<file path="src/rtl/cpu7_csr_access.sv">
// cpu7_csr_access
// CSR access initiator between ecl/exu and the CSR file.
//   _e stage: drives the combinational read address and decodes the op.
//   _m stage: holds the old CSR value for rd writeback and issues exactly one
//             masked write per retiring csrwr/csrxchg.
//   Stalls _e on a same-address read-after-write, and requests a refetch after
//   writes to CSRs that change fetch or interrupt state.
//
// Ports
//   clk, resetn                         clock, async active-low reset
//   ecl_csr_op_valid_e, ecl_csr_op_e    _e instruction valid / op (00 rd, 01 wr, 10 xchg, 11 = rd)
//   ecl_csr_num_e                       _e CSR number
//   exu_csr_rd_data_e, exu_csr_rj_data_e  new data / xchg mask
//   ecl_csr_kill_e, ecl_csr_kill_m      kill the _e / _m instruction
//   ecl_stall_m                         _m held this cycle
//   csr_raddr, csr_rdata                CSR file read port
//   csr_waddr, csr_wdata, csr_mask, csr_wen  CSR file write port
//   csr_ecl_rdata_m, csr_ecl_rdata_vld_m     old value for writeback, _m live
//   csr_ecl_stall_e                     _e must hold (RAW hazard)
//   csr_ecl_flush_m                     refetch after a flush-class write
module cpu7_csr_access #(
  parameter int GRLEN   = 32,
  parameter int CSR_BIT = 14
) (
  input  logic               clk,
  input  logic               resetn,
  input  logic               ecl_csr_op_valid_e,
  input  logic [1:0]         ecl_csr_op_e,
  input  logic [CSR_BIT-1:0] ecl_csr_num_e,
  input  logic [GRLEN-1:0]   exu_csr_rd_data_e,
  input  logic [GRLEN-1:0]   exu_csr_rj_data_e,
  input  logic               ecl_csr_kill_e,
  input  logic               ecl_csr_kill_m,
  input  logic               ecl_stall_m,
  output logic [CSR_BIT-1:0] csr_raddr,
  input  logic [GRLEN-1:0]   csr_rdata,
  output logic [CSR_BIT-1:0] csr_waddr,
  output logic [GRLEN-1:0]   csr_wdata,
  output logic [GRLEN-1:0]   csr_mask,
  output logic               csr_wen,
  output logic [GRLEN-1:0]   csr_ecl_rdata_m,
  output logic               csr_ecl_rdata_vld_m,
  output logic               csr_ecl_stall_e,
  output logic               csr_ecl_flush_m
);

  localparam logic [CSR_BIT-1:0] CSR_CRMD   = CSR_BIT'(12'h000);
  localparam logic [CSR_BIT-1:0] CSR_ESTAT  = CSR_BIT'(12'h005);
  localparam logic [CSR_BIT-1:0] CSR_EENTRY = CSR_BIT'(12'h00c);
  localparam logic [CSR_BIT-1:0] CSR_TCFG   = CSR_BIT'(12'h041);
  localparam logic [CSR_BIT-1:0] CSR_TICLR  = CSR_BIT'(12'h044);

  logic               vld_m;
  logic               wr_m;
  logic               done_m;
  logic [CSR_BIT-1:0] waddr_m;
  logic [GRLEN-1:0]   wdata_m;
  logic [GRLEN-1:0]   mask_m;
  logic [GRLEN-1:0]   rdata_m;

  logic               wr_e;
  logic [GRLEN-1:0]   mask_e;
  logic               write_pending_m;
  logic               flush_addr_m;

  // Op decode; the reserved encoding falls through to plain read.
  always_comb begin
    wr_e   = 1'b0;
    mask_e = '0;
    case (ecl_csr_op_e)
      2'b01: begin
        wr_e   = 1'b1;
        mask_e = '1;
      end
      2'b10: begin
        wr_e   = 1'b1;
        mask_e = exu_csr_rj_data_e;
      end
      default: begin
        wr_e   = 1'b0;
        mask_e = '0;
      end
    endcase
  end

  // A held _m instruction that already wrote no longer blocks _e.
  assign write_pending_m = vld_m & wr_m & ~done_m;

  assign flush_addr_m = (waddr_m == CSR_CRMD)   | (waddr_m == CSR_ESTAT) |
                        (waddr_m == CSR_EENTRY) | (waddr_m == CSR_TCFG)  |
                        (waddr_m == CSR_TICLR);

  assign csr_raddr           = ecl_csr_num_e;
  assign csr_waddr           = waddr_m;
  assign csr_wdata           = wdata_m;
  assign csr_mask            = mask_m;
  assign csr_ecl_rdata_m     = rdata_m;
  assign csr_wen             = write_pending_m & ~ecl_csr_kill_m;
  assign csr_ecl_rdata_vld_m = vld_m & ~ecl_csr_kill_m;
  assign csr_ecl_stall_e     = ecl_csr_op_valid_e & write_pending_m &
                               (waddr_m == ecl_csr_num_e);
  assign csr_ecl_flush_m     = csr_wen & flush_addr_m;

  always_ff @(posedge clk or negedge resetn) begin
    if (!resetn) begin
      vld_m   <= 1'b0;
      wr_m    <= 1'b0;
      done_m  <= 1'b0;
      waddr_m <= '0;
      wdata_m <= '0;
      mask_m  <= '0;
      rdata_m <= '0;
    end else if (!ecl_stall_m) begin
      // A stalled _e instruction enters _m as a bubble and re-reads later.
      vld_m   <= ecl_csr_op_valid_e & ~ecl_csr_kill_e & ~csr_ecl_stall_e;
      wr_m    <= wr_e;
      done_m  <= 1'b0;
      waddr_m <= ecl_csr_num_e;
      wdata_m <= exu_csr_rd_data_e;
      mask_m  <= mask_e;
      rdata_m <= csr_rdata;
    end else begin
      vld_m  <= vld_m & ~ecl_csr_kill_m;
      done_m <= done_m | csr_wen;
    end
  end

endmodule

</file>
<file path="config.mk">
export PLATFORM = sky130hd
export DESIGN_NAME = cpu7_csr_access
export DESIGN_NICKNAME = d
export VERILOG_FILES = /design/src/rtl/cpu7_csr_access.sv
export SDC_FILE = /design/constraint.sdc
export NUM_CORES = 1
export LEC_CHECK = 0
export CAP_MARGIN = 20
export CORE_MARGIN = 2
export CORE_UTILIZATION = 40
export CTS_CLUSTER_SIZE = 40
export DETAILED_ROUTE_END_ITERATION = 8
export PLACE_DENSITY = 0.89
export RECOVER_POWER = 100
export SYNTH_ARGS = -nofsm -noshare
export SYNTH_HDL_FRONTEND = slang
export SYNTH_SLANG_ARGS = --single-unit
</file>
<file path="constraint.sdc">
create_clock -name clk -period 1.4 [get_ports clk]
set_input_delay 0.14 -clock clk [delete_from_list [all_inputs] [get_ports clk]]
set_output_delay 0.14 -clock clk [all_outputs]
set_load 0.05 [all_outputs]
</file>
# After elaboration in Yosys (flattened, before gate mapping)
# Cells that the tools add are included.
word_totals:
  ff_bits: 113
  in_bits: 118
  out_inout_bits: 128
  wordCells: 38
op_classes:
  n_eq_ne: 7
  mux: 4
  n_bitwise: 18
  reduce_logical: 2
ops:
  columns: ["op", "count"]
  rows:
  - ["32-bit one-hot mux with 2 select lines", 1]
  - ["14-bit by 7-bit == test with 1-bit output (second input constant)", 2]
  - ["14-bit == test", 1]
  - ["14-bit by 3-bit == test with 1-bit output (second input constant)", 1]
  - ["14-bit by 4-bit == test with 1-bit output (second input constant)", 1]
  - ["14-bit zero test", 1]
  - ["1-bit AND", 9]
  - ["1-bit OR", 5]
  - ["1-bit NOT", 4]
  - ["1-bit two-way mux", 3]
  - ["2-bit by 1-bit == test with 1-bit output (second input constant)", 1]
  - ["2-bit == test (second input constant)", 1]
  - ["2-bit OR reduction", 1]

# Longest topological paths before layout
# Gate-level depths: netlist (run 1).
logic_depth:
  word_depth: 7
  ltp_mapped: 6
  depth_no_buf: 4

# Worst setup path before layout (run 1)
# OpenSTA, ideal clock, no wires.
synth_path:
  path_type: "register to register"
  startpoint: "reg waddr_m[0] (netlist: csr_waddr[0])"
  endpoint: "reg vld_m"
  setup_ns: 0.170
  arrival_ns: 2.138
  t_required_ns: 1.230
  setup_slack_ns: -0.907
  stages_incl_launch_ff: 5
  n_path_buf: 0
  period_less_slack_ns: 2.307
  path_cell_list: "dfrtp_1 -> xnor2_1 -> nand4_2 -> nor4_2 -> o21ai_1"
synth_via:
  elab_chain_len: 5
synth_lines:
  columns: ["element", "line_no", "source"]
  rows:
  - ["start, declared", "56", "logic [CSR_BIT-1:0] waddr_m;"]
  - ["start signal, assigned", "118", "waddr_m <= ecl_csr_num_e;"]
  - ["14-bit == test", "101", "(waddr_m == ecl_csr_num_e);"]
  - ["1-bit AND", "100", "assign csr_ecl_stall_e = ecl_csr_op_valid_e & write_pending_m &"]
  - ["via csr_ecl_stall_e", "43", "output logic csr_ecl_stall_e,"]
  - ["1-bit NOT", "115", "vld_m <= ecl_csr_op_valid_e & ~ecl_csr_kill_e & ~csr_ecl_stall_e;"]
  - ["1-bit AND", "115", null]
  - ["1-bit two-way mux", "113", "end else if (!ecl_stall_m) begin"]
  - ["end signal, assigned", "115", null]
  - ["end signal, assigned", "123", "vld_m <= vld_m & ~ecl_csr_kill_m;"]
  - ["end, declared", "53", "logic vld_m;"]
# The timed path passes the listed nets, and every way through them passes these cells.
# A chain may end at the register's enable or synchronous reset.

# Worst setup path after layout (run 1)
layout_path:
  startpoint: "reg waddr_m[2] (netlist: csr_waddr[2])"
  endpoint: "out csr_ecl_stall_e"
layout_via:
  elab_chain_len: 2
layout_lines:
  columns: ["element", "line_no"]
  rows:
  - ["14-bit == test", "101"]
  - ["1-bit AND", "100"]
  - ["end, declared", "43"]
# Every way passes these cells.

==> results of run 1 <==
[placed cells by master (no fill, tap or decap), drive strengths merged]
| cell type | instances |
|---|---|
| nor4 | 3 |
| ha | 2 |
| clkbuf | 20 |
| o21a | 1 |
| dlygate4sd3 | 1 |
| o21ai | 33 |
| nor2b | 1 |
| clkinvlp | 1 |
| and4b | 1 |
| bufinv | 5 |
| mux2 | 79 |
| or2 | 1 |
| nand3 | 1 |
| a211oi | 1 |
| nand4 | 4 |
| clkdlybuf4s50 | 115 |
| nor2 | 3 |
| a21oi | 33 |
| nand2 | 37 |
| clkinv | 5 |
| inv | 2 |
| dfrtp | 113 |
| buf | 183 |
| xor2 | 1 |
| xnor2 | 14 |
| o32ai | 1 |
| and3b | 1 |
[sequential cells by signal (all words and copies together) (netlist names)]
name and cells:
wr_m 1, csr_ecl_rdata_m 32, csr_mask 32, csr_wdata 32
done_m 1, vld_m 1, csr_waddr 14
[metal layers]
layer	vias up	share of wire [%]	GRT usage (%)
met5	-	0	0
met4	0	2.2	9.76
met3	24	5.9	6.10
met2	188	53	40.4
met1	1944	39	25.9
li1	1834	-	-
[worst paths after layout]
check / to / cells after the start
max: csr_ecl_stall_e / 5
min: csr_ecl_rdata_m[6] / 2
max reg2reg: vld_m / 7
min reg2reg: csr_ecl_rdata_m[27] / 1
max in group asynchronous: csr_waddr[4] / 3
min in group asynchronous: csr_wdata[22] / 3
[final cells by class]
cell class / count / area, µm² / area share, %
clock buffers: 20 / 447 / 5.22
flip-flops and latches: 113 / 2840 / 33.2
inverters: 2 / 7.51 / 0.0878
repair buffers: 299 / 3150 / 36.8
multi-input cells: 217 / 1750 / 20.4
well taps: 143 / 179 / 2.09
clock inverters: 11 / 186 / 2.18
[metrics by stage]
| step | setup slack (ns) | setup TNS, ns | power [µW] |
|---|---|---|---|
| after detailed placement | -0.354 | -7.47 | 7050 |
| final | -0.531 | -1.49 | 11700 |
| after floorplan | -0.388 | -0.969 | 5520 |
| after global placement | -0.285 | -6.01 | 6970 |
| after CTS | -0.528 | -1.36 | 11800 |
| after global routing | -0.569 | -1.63 | 12100 |
[power by group through the flow]
stage               combinational, µW  sequential, µW  clock, µW
floorplan                         590            4920          0
global placement                 3120            3850          0
detailed placement               3180            3880          0
CTS                              3220            3830       4700
global route                     3360            3880       4860
finish                           3230            3850       4620
[cell families after synthesis]
group	Yosys count	share of synthesized area, %
xor+xnor	15	2.95
flops	113	60.0
compound gates	69	7.51
mux	79	18.9
buf+inv	38	4.96
fa+ha+maj	2	0.531
simple gates	52	5.23
[timing repair]
action,4_1_cts,5_1_grt
pin swaps,5,2
hold buffers,1,0
setup endpoints to repair,6,7
buffers inserted,4,2
gates resized for setup,11,7
endpoints found under the hold margin,113,0
==> metrics.csv, run 1 <==
metric,value,unit
outcome,"finished, violations left",
violations,negative setup slack,
grt_max_degree,114,
cpMaxStageDelayCell,dfrtp_2,
worst_slew_pin_slew,0.580,ns
rows,39,
reg2reg_slack,-0.23,ns
startpoint_type,flip-flop,
synthTopCellsByCount,"dfrtp_1, mux2_1, nand2_1",
drc,0,
leakage,0.00383,µW
dieWidth,113,µm
synth_top_area_share,60.0,%
wl_per_cell,17.8,µm
stdcell_area,8550,µm²
cp_top_family,simple AND/OR/NAND/NOR gates,
grt_pass1_vias,4379,
mappedNetlistArea,4720,µm²
groute.usage.overall,22.8,%
diodes,0,
syn_avg_cell_area,12.8,µm²
clk_pin_slew,0.05,ns
antenna_found_initial,0,
switchingPower,3550,µW
syn_inst,368,
core,11500,µm²
fin_nets,770,
cts_tree,yes,
setup_ws,-0.531,ns
worstPathRequired,1.26,ns
syn2layout_area_growth,81.4,%
final_max_slew_viol_count,0,
vias,3990,
clk_path_buf_depth,2,
drv_cap,0,
rsz0062_at_grt,yes,
place_area,7790,µm²
insertion_delay,0.41,ns
worst_clock_skew,0.00391,ns
drtIter0Drc,227,
die-area,12700,µm²
initial_utilization,41.1,%
final_hold_viol_count,0,
fin_crit_sh,138,%
whs,0.220,ns
relSlewSlack,61.3,%
rr_startpoint,csr_waddr[2],
syn_nets,488,
async_reset_ff_share,100,%
critPathMaxStageDelay,0.41,ns
place_hpwl,10400,µm
die_h,113,µm
p_int,8140,µW
path_cells,buf_4 > xnor2_2 > nand4_1 > nor4_4 > buf_12,
cts_buffers,17,
portBuffers,245,
grt_overflow,0,
finalSetupViolCount,4,
cp_max_fo,2,
fin_crit,1.93,ns
cts-root-buf,clkbuf_16,
grt_pass1_wl,22400,µm
ant_nets,0,
post-route-util,74.6,%
drt-pass1-iter-count,4,
critPathLaunch,csr_waddr[2],
ys_ff_latch,113,
pwr-share-seq,32.9,%
p_per_area,1370,nW/µm²
nFillCells,679,
placed_cells,769,
yosys_most_used_dff,dfrtp_1,
ys_warn_count,0,
synth.most_common_cell,dfrtp_1,
ys_types,29,
hp-start,ecl_stall_m,
drive_gt1_share,37.8,%
routabilityCongestion,0.885,
pwr-share-clk,39.5,%
ios,246,
power_frac_comb,27.6,%
h-tree-depth,4,
swShare,30.4,%
cp.buffers_inverters,2,
worstSetupPathType,reg -> out,
worstHoldPathType,in -> reg,
routed_wl,14300,µm
cts_num_sinks,113,
routed_via_density,4.96,
ys_seq_area_share,60.0,%
worst_setup_path_end_kind,output port,
max_freq,518,MHz
netlist_top_cells_area,"dfrtp_1, mux2_1, a21oi_1, o21ai_1, mux2_2",
ir_drop,866,µV
yosys.area.top_type,dfrtp_1,
cp_data_arrival_time,1.79,ns
synth_edf_count,0,
fin_cells,805,
Note: power is estimated with default switching activity, not from simulation.
==> run 2: changes to the inputs <==
- ABC_AREA: unset -> 1
- PLACE_DENSITY: 0.89 -> 0.88
==> metrics.csv, run 2 <==
metric,value,unit
ios,246,
ys_types,20,
grt_pass1_wl,23300,µm
worst_slew_pin_slew,0.579,ns
outcome,"finished, violations left",
finalSetupViolCount,18,
rsz0062_at_grt,yes,
worstPathRequired,1.26,ns
power_frac_comb,26.5,%
leakage,0.00416,µW
final_common_cell,nand2_1,
portBuffers,245,
worst_clock_skew,0.00597,ns
pwr-share-clk,37.8,%
max_freq,577,MHz
groute.usage.overall,22.9,%
routed_via_density,4.80,
routabilityCongestion,0.792,
netlist_top_cells_area,"dfrtp_1, nand2_1, o21ai_2, a21oi_1, inv_1",
synthTopCellsByCount,"nand2_1, dfrtp_1, inv_1",
cp.buffers_inverters,3,
cp_data_arrival_time,1.59,ns
violations,negative setup slack,
swShare,32.7,%
cts_num_sinks,113,
ys_warn_count,0,
place_area,7950,µm²
synth.most_common_cell,nand2_1,
drt-pass1-iter-count,5,
cts_tree,yes,
dieWidth,115,µm
stdcell_area,8080,µm²
clk_pin_slew,0.05,ns
ant_nets,0,
wl_per_cell,15.0,µm
fin_nets,968,
cpMaxStageDelayCell,dfrtp_2,
insertion_delay,0.41,ns
synth_edf_count,0,
synth_top_area_share,57.2,%
fin_crit_sh,124,%
worst_setup_path_end_kind,output port,
path_cells,inv_2 > buf_6 > o211ai_1 > nor2_2 > nand3_2 > nor2_4 > buf_12,
diodes,0,
p_per_area,1300,nW/µm²
grt_pass1_vias,4725,
fin_crit,1.73,ns
met1Wirelength,5770,µm
worstHoldPathType,in -> reg,
mappedNetlistArea,4940,µm²
yosys.area.top_type,dfrtp_1,
routed-wl-met2,7810,µm
antenna_found_initial,0,
drc,0,
h-tree-depth,4,
cts-root-buf,clkbuf_16,
rows,40,
place_hpwl,10600,µm
syn_nets,707,
wl_met3,1090,µm
cts_buffers,17,
drive_gt1_share,29.5,%
grt_max_degree,67,
core,12000,µm²
initial_utilization,41.1,%
routed.top_layer,met4,
routed_wl,15000,µm
final_max_slew_viol_count,0,
async_reset_ff_share,100,%
drtIter0Drc,320,
yosys_most_used_dff,dfrtp_1,
cp_top_family,flip-flops,
critPathMaxStageDelay,0.43,ns
p_int,7090,µW
relSlewSlack,61.4,%
setup_ws,-0.333,ns
syn_inst,587,
cp_max_fo,4,
ys_seq_area_share,57.2,%
die-area,13300,µm²
syn_avg_cell_area,8.42,µm²
ir_drop,1020,µV
vias,4828,
grt_overflow,0,
final_hold_viol_count,0,
startpoint_type,flip-flop,
drv_cap,0,
final_cell_mix,"nand2_1, clkdlybuf4s50_1, clkbuf_2, dfrtp_1, buf_12",
worstSetupPathType,reg -> out,
whs,0.140,ns
ys_ff_latch,113,
syn2layout_area_growth,63.6,%
pwr-share-seq,35.7,%
clk_path_buf_depth,2,
die_h,115,µm
switchingPower,3440,µW
-- run 2: cell types whose count changed after synthesis, moves of 3 or more --
cell,change
nor2_1,+14
o21ai_2,+24
nand2_1,+251
inv_1,+31
o21ai_1,-28
xnor2_1,-12
clkbuf_1,+7
buf_6,+3
mux2_1,-66
mux2_2,-13
o21ai_0,+20
-- run 2: path summary, 6_finish.rpt --
path,from,slack (ns),endpoint,cells after the start
max in group asynchronous,resetn,0.24,csr_mask[18],3
worst min-delay path,ecl_stall_m,0.14,csr_waddr[8],4
min in group asynchronous,resetn,0.31,csr_wdata[12],2
worst max register to register,done_m,0.12,vld_m,9
worst min register to register,csr_ecl_rdata_m[18],0.47,csr_ecl_rdata_m[18],2
worst max-delay path,csr_waddr[1],-0.33,csr_ecl_flush_m,7
-- run 2: cell families (layout without fill, tap and decap cells) --
logic type | count (synthesis) | after routing | share of synthesized area (%)
AO/OA/AOI/OAI | 82 | 82 | 10.2
XOR/XNOR | 2 | 2 | 0.355
adder cells (fa/ha/maj) | 2 | 2 | 0.507
buffers and inverters | 78 | 349 | 7.93
flip-flops | 113 | 113 | 57.2
AND/OR/NAND/NOR | 310 | 310 | 23.8
-- run 2: repair_timing --
item	in CTS	in global routing
pin swaps	10	7
buffers inserted	7	3
resized for setup	11	13
gates cloned	0	0
hold endpoints to repair	113	0
setup endpoints to repair	3	5
hold buffers	1	0
-- run 2: area by class of cell --
| cell class | count | area (µm²) |
|---|---|---|
| multi-input combinational | 396 | 1770 |
| tap | 147 | 184 |
| clock inverter | 6 | 57.6 |
| sequential | 113 | 2840 |
| clock buffer | 23 | 488 |
| fill | 945 | 3930 |
| timing repair buffer | 286 | 2600 |
| inverter | 34 | 131 |
-- run 2: routing by layer --
metal	vias to the layer above	global-route usage, %
li1	2327	-
met1	2271	26.8
met2	198	38.3
met3	32	7.75
met4	0	10.2
met5	-	0
-- run 2: power by group through the flow --
| stage | Combinational (µW) | Clock [µW] | Sequential, µW |
|---|---|---|---|
| floorplan | 644 | 0 | 4780 |
| global placement | 2990 | 0 | 3830 |
| detailed placement | 3040 | 0 | 3840 |
| CTS | 3110 | 4040 | 3790 |
| global route | 2960 | 4220 | 3790 |
| finish | 2800 | 3980 | 3760 |
-- run 2: tightest hold or removal path, delay by kind of cell --
kind / cells / cell delay, ns
buffers and inverters: 2 / 0.25
AND/OR/NAND/NOR: 2 / 0.11
-- run 2: through the flow --
| stage | setup TNS, ns | cells | setup WS (ns) | total power (µW) | util (%) |
|---|---|---|---|---|---|
| 2_1_floorplan | -0.0173 | 587 | -0.0173 | 5430 | - |
| 3_3_place_gp | -6.85 | 965 | -0.217 | 6820 | 66.2 |
| 3_5_place_dp | -8.11 | 965 | -0.268 | 6880 | 66.2 |
| 4_1_cts | -0.672 | 1002 | -0.352 | 10900 | 71.4 |
| 5_1_grt | -3.17 | 1005 | -0.425 | 11000 | 67.3 |
| 6_report | -0.767 | 1005 | -0.333 | 10500 | 67.3 |
==> run 3: changes to the inputs <==
- CTS_CLUSTER_DIAMETER: unset -> 80
- PLACE_DENSITY: 0.88 -> 0.8
- SLEW_MARGIN: unset -> 5
==> metrics.csv, run 3 (same netlist as run 2, synthesis figures left out) <==
metric,value,unit
routed_wl,14900,µm
tns,-0.753,ns
initial_utilization,41.1,%
cts_num_sinks,113,
fin_crit_sh,126,%
max_freq,566,MHz
clk_path_buf_depth,2,
worstPathRequired,1.26,ns
cts_tree,yes,
groute.usage.overall,22.4,%
fin_nets,968,
place_hpwl,10400,µm
cpMaxStageDelayCell,dfrtp_2,
cp.buffers_inverters,1,
diodes,0,
dieWidth,115,µm
portBuffers,245,
min_to,csr_waddr[8],
insertion_delay,0.41,ns
leakage,0.00409,µW
drc,0,
fin_crit,1.77,ns
ir_drop,775,µV
crit_cells,6,
rsz0062_at_grt,yes,
syn2layout_area_growth,60.8,%
final_max_slew_viol_count,0,
ant_nets,0,
worstHoldPathType,in -> reg,
drtIter0Drc,295,
final_hold_viol_count,0,
cts-root-buf,clkbuf_16,
antenna_found_initial,0,
rr_worst_depth,9,
h-tree-depth,4,
routed_via_density,4.74,
grt_pass1_wl,22900,µm
relSlewSlack,50.3,%
routed.top_layer,met4,
whs,0.129,ns
worst_setup_path_end_kind,output port,
p_per_area,1360,nW/µm²
core,12000,µm²
violations,negative setup slack,
grt_overflow,0,
path_cells,nor2_1 > nand3_1 > nor2_1 > nand3_1 > nor2_4 > buf_12,
final_common_cell,nand2_1,
critPathMaxStageDelay,0.43,ns
die_h,115,µm
wl_met3,909,µm
final_cell_mix,"nand2_1, clkdlybuf4s50_1, dfrtp_1, clkbuf_2, o21ai_0",
wl_per_cell,14.8,µm
grt_max_degree,82,
routed-wl-met2,7770,µm
fin_cells,1007,
startpoint_type,flip-flop,
finalSetupViolCount,3,
routabilityCongestion,0.851,
setup_ws,-0.366,ns
cp_max_fo,3,
drive_gt1_share,26.3,%
rr_startpoint,csr_waddr[1],
rows,40,
reg2reg_slack,0.24,ns
cts_buffers,17,
place_worst_setup_slack,-0.363,ns
outcome,"finished, violations left",
vias,4771,
met1Wirelength,5890,µm
hp-start,ecl_stall_m,
worst_clock_skew,0.0121,ns
cp_data_arrival_time,1.63,ns
clk_pin_slew,0.05,ns
whs_path_depth,4,
worstSetupPathType,reg -> out,
ios,246,
r2r_end,vld_m,
post-route-util,66.1,%
worst_slew_pin_slew,0.746,ns
drt-pass1-iter-count,4,
drv_cap,0,
grt_pass1_vias,4742,
die-area,13300,µm²
placed_cells,961,
cp_top_family,simple AND/OR/NAND/NOR gates,
run 3: through the flow:
stage | power, µW | area (µm²)
final | 10800 | 7950
after global routing | 11200 | 7950
after CTS | 11300 | 8580
after detailed placement | 6830 | 7860
after global placement | 6780 | 7860
after floorplan | 5430 | 4980
run 3: power breakdown:
part	switching [µW]	internal [µW]	leakage [µW]	total, µW
logic	1800	882	0.00239	2690
clock network	1490	2860	0.000299	4360
registers	188	3570	0.00140	3750
run 3: repair_timing:
item	in CTS	in global routing
pin swaps	13	3
setup endpoints to repair	3	6
resized for setup	18	8
hold buffers	1	0
setup buffers	13	1
cloned	0	1
hold endpoints to repair	113	0
run 3: worst max path at each step:
stage / from / to
floorplan: vld_m / csr_ecl_flush_m
global placement: ecl_csr_op_e[0] / wr_m
detailed placement: ecl_csr_op_e[0] / csr_mask[31]
CTS: csr_waddr[3] / csr_ecl_stall_e
global route: csr_waddr[8] / csr_ecl_flush_m
finish: csr_waddr[8] / csr_ecl_flush_m
run 3: layout make-up:
type	count	area [µm²]
clock buffer	20	457
clock inverter	11	138
fill	986	4070
inverter	34	134
multi-input combinational	397	1690
sequential	113	2850
tap	147	184
timing repair buffer	285	2500
run 3: routing by layer:
metal / vias to the layer above / global-route usage (%)
li1: 2324 / -
met1: 2241 / 27.1
met2: 178 / 38.0
met3: 28 / 6.01
met4: 0 / 9.40
met5: - / 0
run 3: worst reg2reg max path, stage by stage (launching register included):
cell and delay (ns):
dfrtp_2 0.37, inv_2 0.05, nand2_1 0.06, nand2_1 0.06
nor2_1 0.10, nand2_1 0.08, nor2_2 0.12, nand2_2 0.09
nand2_1 0.07, nand2_1 0.06
==> variant 1, RTL diff (config.mk and constraints of run 2) <==
The parameter `GRLEN` goes from 32 to 64.
--- a/src/rtl/cpu7_csr_access.sv
+++ b/src/rtl/cpu7_csr_access.sv
@@ -19,7 +19,7 @@
 //   csr_ecl_stall_e                     _e must hold (RAW hazard)
 //   csr_ecl_flush_m                     refetch after a flush-class write
 module cpu7_csr_access #(
-  parameter int GRLEN   = 32,
+  parameter int GRLEN   = 64,
   parameter int CSR_BIT = 14
 ) (
   input  logic               clk,
Ports: changed (6 resized); port bits go from 246 to 438. No check against the original RTL was run, so the function may have changed too.
==> variant 1 against run 2 <==
The run still ends with setup timing left. Non-clock buffer count grew 207. Synthesized area grew 76%. Sequential share of layout area rose by 0.12 points. Worst hold slack improved by 0.011 ns. Wire length up 110%. Sequential cell count rose by 96. Design area is 84% higher. Worst setup slack lost 0.11 ns. Total power grew 74%. Fmax shrank 5.9%. Largest power group is now registers.
==> variant 1: results (changes against run 2) <==
| Metric | Value |
|---|---|
| M1 wire length | 10600 um (+84%) |
| Crit-path max FO | 2 (-2) |
| I/O Buffers | 437 (+78%) |
| Drt total wl | 30800 um (+110%) |
| Fraction of layout cells with a size suffix above 1 | 26.2% (-3.3 points) |
| Met2 WL post-DR | 15500 um (+98%) |
| WL met3 | 3050 um (+180%) |
| Vias in the first global route | 8632 (+83%) |
| Setup violation total in the final timing report | 68 (+50) |
| RePlAce Congestion | 0.859 (+8.4%) |
| Sequential-to-total area share from yosys stat | 60.0% (+2.8 points) |
| Post-Syn Instances | 1003 (+71%) |
| Failing checks | setup timing |
| Syn_nets | 1219 (+72%) |
| Clock buffer count from CTS | 23 (+6) |
| Largest cells by area after synthesis | dfrtp_1, nand2_1, o21ai_2 |
| Nets | 1663 (+72%) |
| Peak supply drop | 1.23 mV (+21%) |
| WP data arrival | 1.70 ns (+0.11 ns) |
| Post-route setup TNS | -7.59 ns (-6.82 ns) |
| H-tree levels | 1 (-3) |
| Leading cell types by count after synthesis | nand2_1, dfrtp_1, a21oi_1 |
| Overall routing resource usage | 25.6% (+2.7 points) |
| Setup ws final | -0.442 ns (-0.109 ns) |
| Status | finished with violations |
| Vias after detailed routing | 8548 (+77%) |
| Count of cell types in the netlist | 22 (+10%) |
| Lkg Pwr | 7.42 nW (+78%) |
| DR pass1 iterations | 5 (unchanged) |
| Filler instances | 1433 (+52%) |
| DPL Wire Length | 22400 um (+110%) |
| DRT iter0 DRCs | 449 (+40%) |
| Longest Clk Path Bufs | 3 (+1) |
| Largest net degree at the start of global routing | 78 (+16%) |
| Slew at the pin closest to its max-slew limit | 0.783 ns (+0.204 ns) |
| Layout Skew | 0.00986 ns (+0.00390 ns) |
| DP Worst Slack | -0.349 ns (-0.0808 ns) |
| Max Used Layer | met4 |
| Drt via density | 4.92 (+2.4%) |
| Clock latency on the worst-skew pair | 0.51 ns (+0.10 ns) |
| First-pass GRT wire length | 45700 um (+96%) |
==> variant 1: kinds of logic (layout without fill, tap and decap cells) <==
kind of cell,after synthesis,after routing,share of synthesized area [%]
compound gates,145,145,10.0
xor+xnor,2,2,0.201
fa+ha+maj,2,2,0.287
buf+inv,109,568,6.26
flops,209,209,60.0
other cells,0,1,0
simple gates,536,536,23.2
==> variant 1: per-layer routing <==
layer / global-route usage (%) / vias to the layer above
li1: - / 4000
met1: 28.4 / 4022
met2: 44.4 / 426
met3: 7.96 / 100
met4: 13.1 / 0
met5: 0 / -
==> variant 1: final timing paths <==
check / from / endpoint / cells after the start
hold / removal: csr_rdata[29] / csr_ecl_rdata_m[29] / 3
min in group asynchronous: resetn / csr_ecl_rdata_m[2] / 2
setup / recovery: done_m / csr_ecl_stall_e / 8
max in group asynchronous: resetn / csr_wdata[24] / 3
setup reg to reg: done_m / vld_m / 9
hold reg to reg: csr_ecl_rdata_m[19] / csr_ecl_rdata_m[19] / 2
==> variant 1: where the power goes <==
part           leakage (nW)  switching, mW  internal (mW)
sequential             2.60          0.441           6.58
clock                 0.352           2.45           3.30
combinational          4.46           3.33           2.21
==> variant 1: critical path, cell delays in order, from the launching register on <==
cell        delay (ns)
dfrtp_1           0.40
nor2_2            0.12
nand2_1           0.08
nor2_1            0.10
nand2_1           0.06
nor2_1            0.11
nand2_2           0.10
clkinvlp_4        0.09
buf_12            0.13
==> variant 1: final cells by class <==
| cell class | instances | area [um2] | share of cell area, % |
|---|---|---|---|
| Antenna cell | 1 | 2.50 | 0.0168 |
| Clock buffer | 33 | 663 | 4.46 |
| Clock inverter | 7 | 51.3 | 0.345 |
| Inverter | 35 | 135 | 0.909 |
| Multi-Input combinational cell | 685 | 2980 | 20.1 |
| Sequential cell | 209 | 5250 | 35.3 |
| Tap cell | 275 | 344 | 2.32 |
| Timing Repair Buffer | 493 | 5430 | 36.6 |
==> variant 1: per-stage QoR <==
step | area, um2 | hold slack, ns | util (%)
2_1_floorplan | 8750 | -0.156 | -
3_3_place_gp | 14200 | 0.0886 | 66.7
3_5_place_dp | 14200 | 0.0894 | 66.7
4_1_cts | 14900 | 0.0691 | 70.2
5_1_grt | 14900 | 0.146 | 70.0
6_report | 14900 | 0.151 | 70.0
==> variant 1: timing repair <==
action	4_1_cts	5_1_grt
gates resized for setup	8	4
hold buffers	1	0
buffers inserted	1	2
pin swaps	1	2
endpoints found under the setup margin	4	6
hold endpoints to repair	209	0
==> variant 2, RTL diff (flow settings as in run 2) <==
Made on the original files. Reset style: synchronous (`resetn`), changed in one clocked block. Comments in the files are not updated.
--- a/src/rtl/cpu7_csr_access.sv
+++ b/src/rtl/cpu7_csr_access.sv
@@ -101,7 +101,7 @@
                                (waddr_m == ecl_csr_num_e);
   assign csr_ecl_flush_m     = csr_wen & flush_addr_m;
 
-  always_ff @(posedge clk or negedge resetn) begin
+  always_ff @(posedge clk) begin
     if (!resetn) begin
       vld_m   <= 1'b0;
       wr_m    <= 1'b0;
Formal check against the unedited RTL: differs if resetn is asserted again (counterexample within 4 cycles, from zero or initial values and one cycle with resetn low); with resetn held inactive, the same outputs for 10 cycles.
==> variant 2 against run 2 <==
Synthesized area is 17% lower. Sequential cell count did not move. The run still ends with setup timing left. Worst setup slack worse by 0.055 ns. Core utilization up 3.2 points. Largest power group unchanged. Count of clock-buffer cells in the layout fell by 6. Wire length decreased by 6.6%. Design area down 12%. Die area down 16%. Clock skew fell by 0.0020 ns. Worst hold slack better by 0.069 ns. Non-clock buffer count up 2. Total power shrank 10%. Sequential share of layout area decreased by 3.2 points. Clock power increased by 4%. Highest routed layer unchanged.
==> variant 2: results (changes against run 2) <==
| Metric | Value |
|---|---|
| Seq area share | 32.0% (-3.2 points) |
| Reg area | 0.00229 mm2 (-20%) |
| Nets | 833 (-14%) |
| Peak supply drop | 0.594 mV (-42%) |
| Final std cells w/o fill | 862 (-14%) |
| RePlAce Congestion | 0.821 (+3.7%) |
| Buffering overhead | 34.7% (+2.5 points) |
| Layout Skew | 0.00394 ns (-0.00202 ns) |
| DR pass1 iterations | 4 (-1) |
| Non-clk bufs | 288 (+0.70%) |
| Sequential-to-total area share from yosys stat | 55.0% (-2.2 points) |
| Setup violation total in the final timing report | 3 (-15) |
| Failing checks | setup timing |
| Count of cell types in the netlist | 24 (+20%) |
| Largest delay share family, worst path | simple AND/OR/NAND/NOR gates |
| Status | finished with violations |
| Crit-path max FO | 3 (-1) |
| Multi-input combinational area share | 20.7% (-1.2 points) |
| Clock-cell share | 8.05% (+1.3 points) |
| DPL Wire Length | 10100 um (-4.9%) |
| Lkg Pwr | 3.27 nW (-21%) |
| Share of flip-flops with an asynchronous set or reset | 0% (-100 points) |
| Multi-input logic cell count | 255 (-36%) |
| Max incr delay on CP | 0.36 ns (-0.07 ns) |
| Int Pwr | 6.66 mW (-6.0%) |
| Post-DP Area | 0.00681 mm2 (-14%) |
| Leading cell types by count after synthesis | dfxtp_1, nand2_1, a22o_1 |
| Setup ws final | -0.388 ns (-0.0547 ns) |
| Slowest-stage cell, CP | dfxtp_2 |
| Largest net degree at the start of global routing | 57 (-15%) |
| Drt via density | 5.03 (+4.8%) |
| Largest cells by area after synthesis | dfxtp_1, a22o_1, nand2_1 |
| Drt total wl | 14000 um (-6.6%) |
| Filler instances | 776 (-18%) |
| Vias in the first global route | 4342 (-8.1%) |
| WP data arrival | 1.65 ns (+0.06 ns) |
| P_comb | 1.84 mW (-34%) |
| Slew at the pin closest to its max-slew limit | 0.640 ns (+0.0608 ns) |
| Overall routing resource usage | 24.9% (+2.0 points) |
| Nonclk inv count | 38 (+12%) |
| Avg Synthesized Cell Area | 9.18 um2 (+9.1%) |
## variant 2: metal layers
| metal | GRT usage (%) | vias up | part of all wire [%] | routed length (um) |
|---|---|---|---|---|
| met5 | 0 | - | 0 | 0 |
| met4 | 13.0 | 0 | 3.8 | 531 |
| met3 | 8.04 | 43 | 7.7 | 1080 |
| met2 | 44.4 | 216 | 51 | 7200 |
| met1 | 25.8 | 2020 | 37 | 5220 |
| li1 | - | 2061 | - | - |
## variant 2: path summary, 6_finish.rpt
| check | from | end | slack (ns) | cells after the start |
|---|---|---|---|---|
| max | csr_waddr[13] | csr_ecl_stall_e | -0.39 | 9 |
| min | exu_csr_rd_data_e[31] | csr_wdata[31] | 0.21 | 2 |
| max reg2reg | csr_waddr[13] | vld_m | 0.03 | 11 |
| min reg2reg | csr_mask[3] | csr_mask[3] | 0.46 | 2 |
## variant 2: metrics by stage
step	setup TNS [ns]	hold slack, ns	setup slack [ns]	util, %
finish	-0.887	0.209	-0.388	70.5
global placement	-14.84	0.444	-0.216	67.2
floorplan	-0.000346	0.253	-0.000346	-
CTS	-0.956	0.198	-0.397	73.5
detailed placement	-19.37	0.454	-0.258	67.2
global route	-2.12	0.197	-0.489	70.5
## variant 2: logic make-up after synthesis
logic type,Yosys count,synth area share (%)
adders and majority gates,2,0.609
DFF,113,55.0
and+or+nand+nor,105,10.2
buffers and inverters,80,9.65
xor gates and xnor gates,2,0.426
AOI/OAI and AO/OA,146,24.1
## variant 2: repair_timing
item	CTS	global route
pin swaps	9	4
gates resized for setup	18	8
setup buffers	5	2
hold endpoints to repair	0	0
endpoints found under the setup margin	4	5
hold buffers	0	0
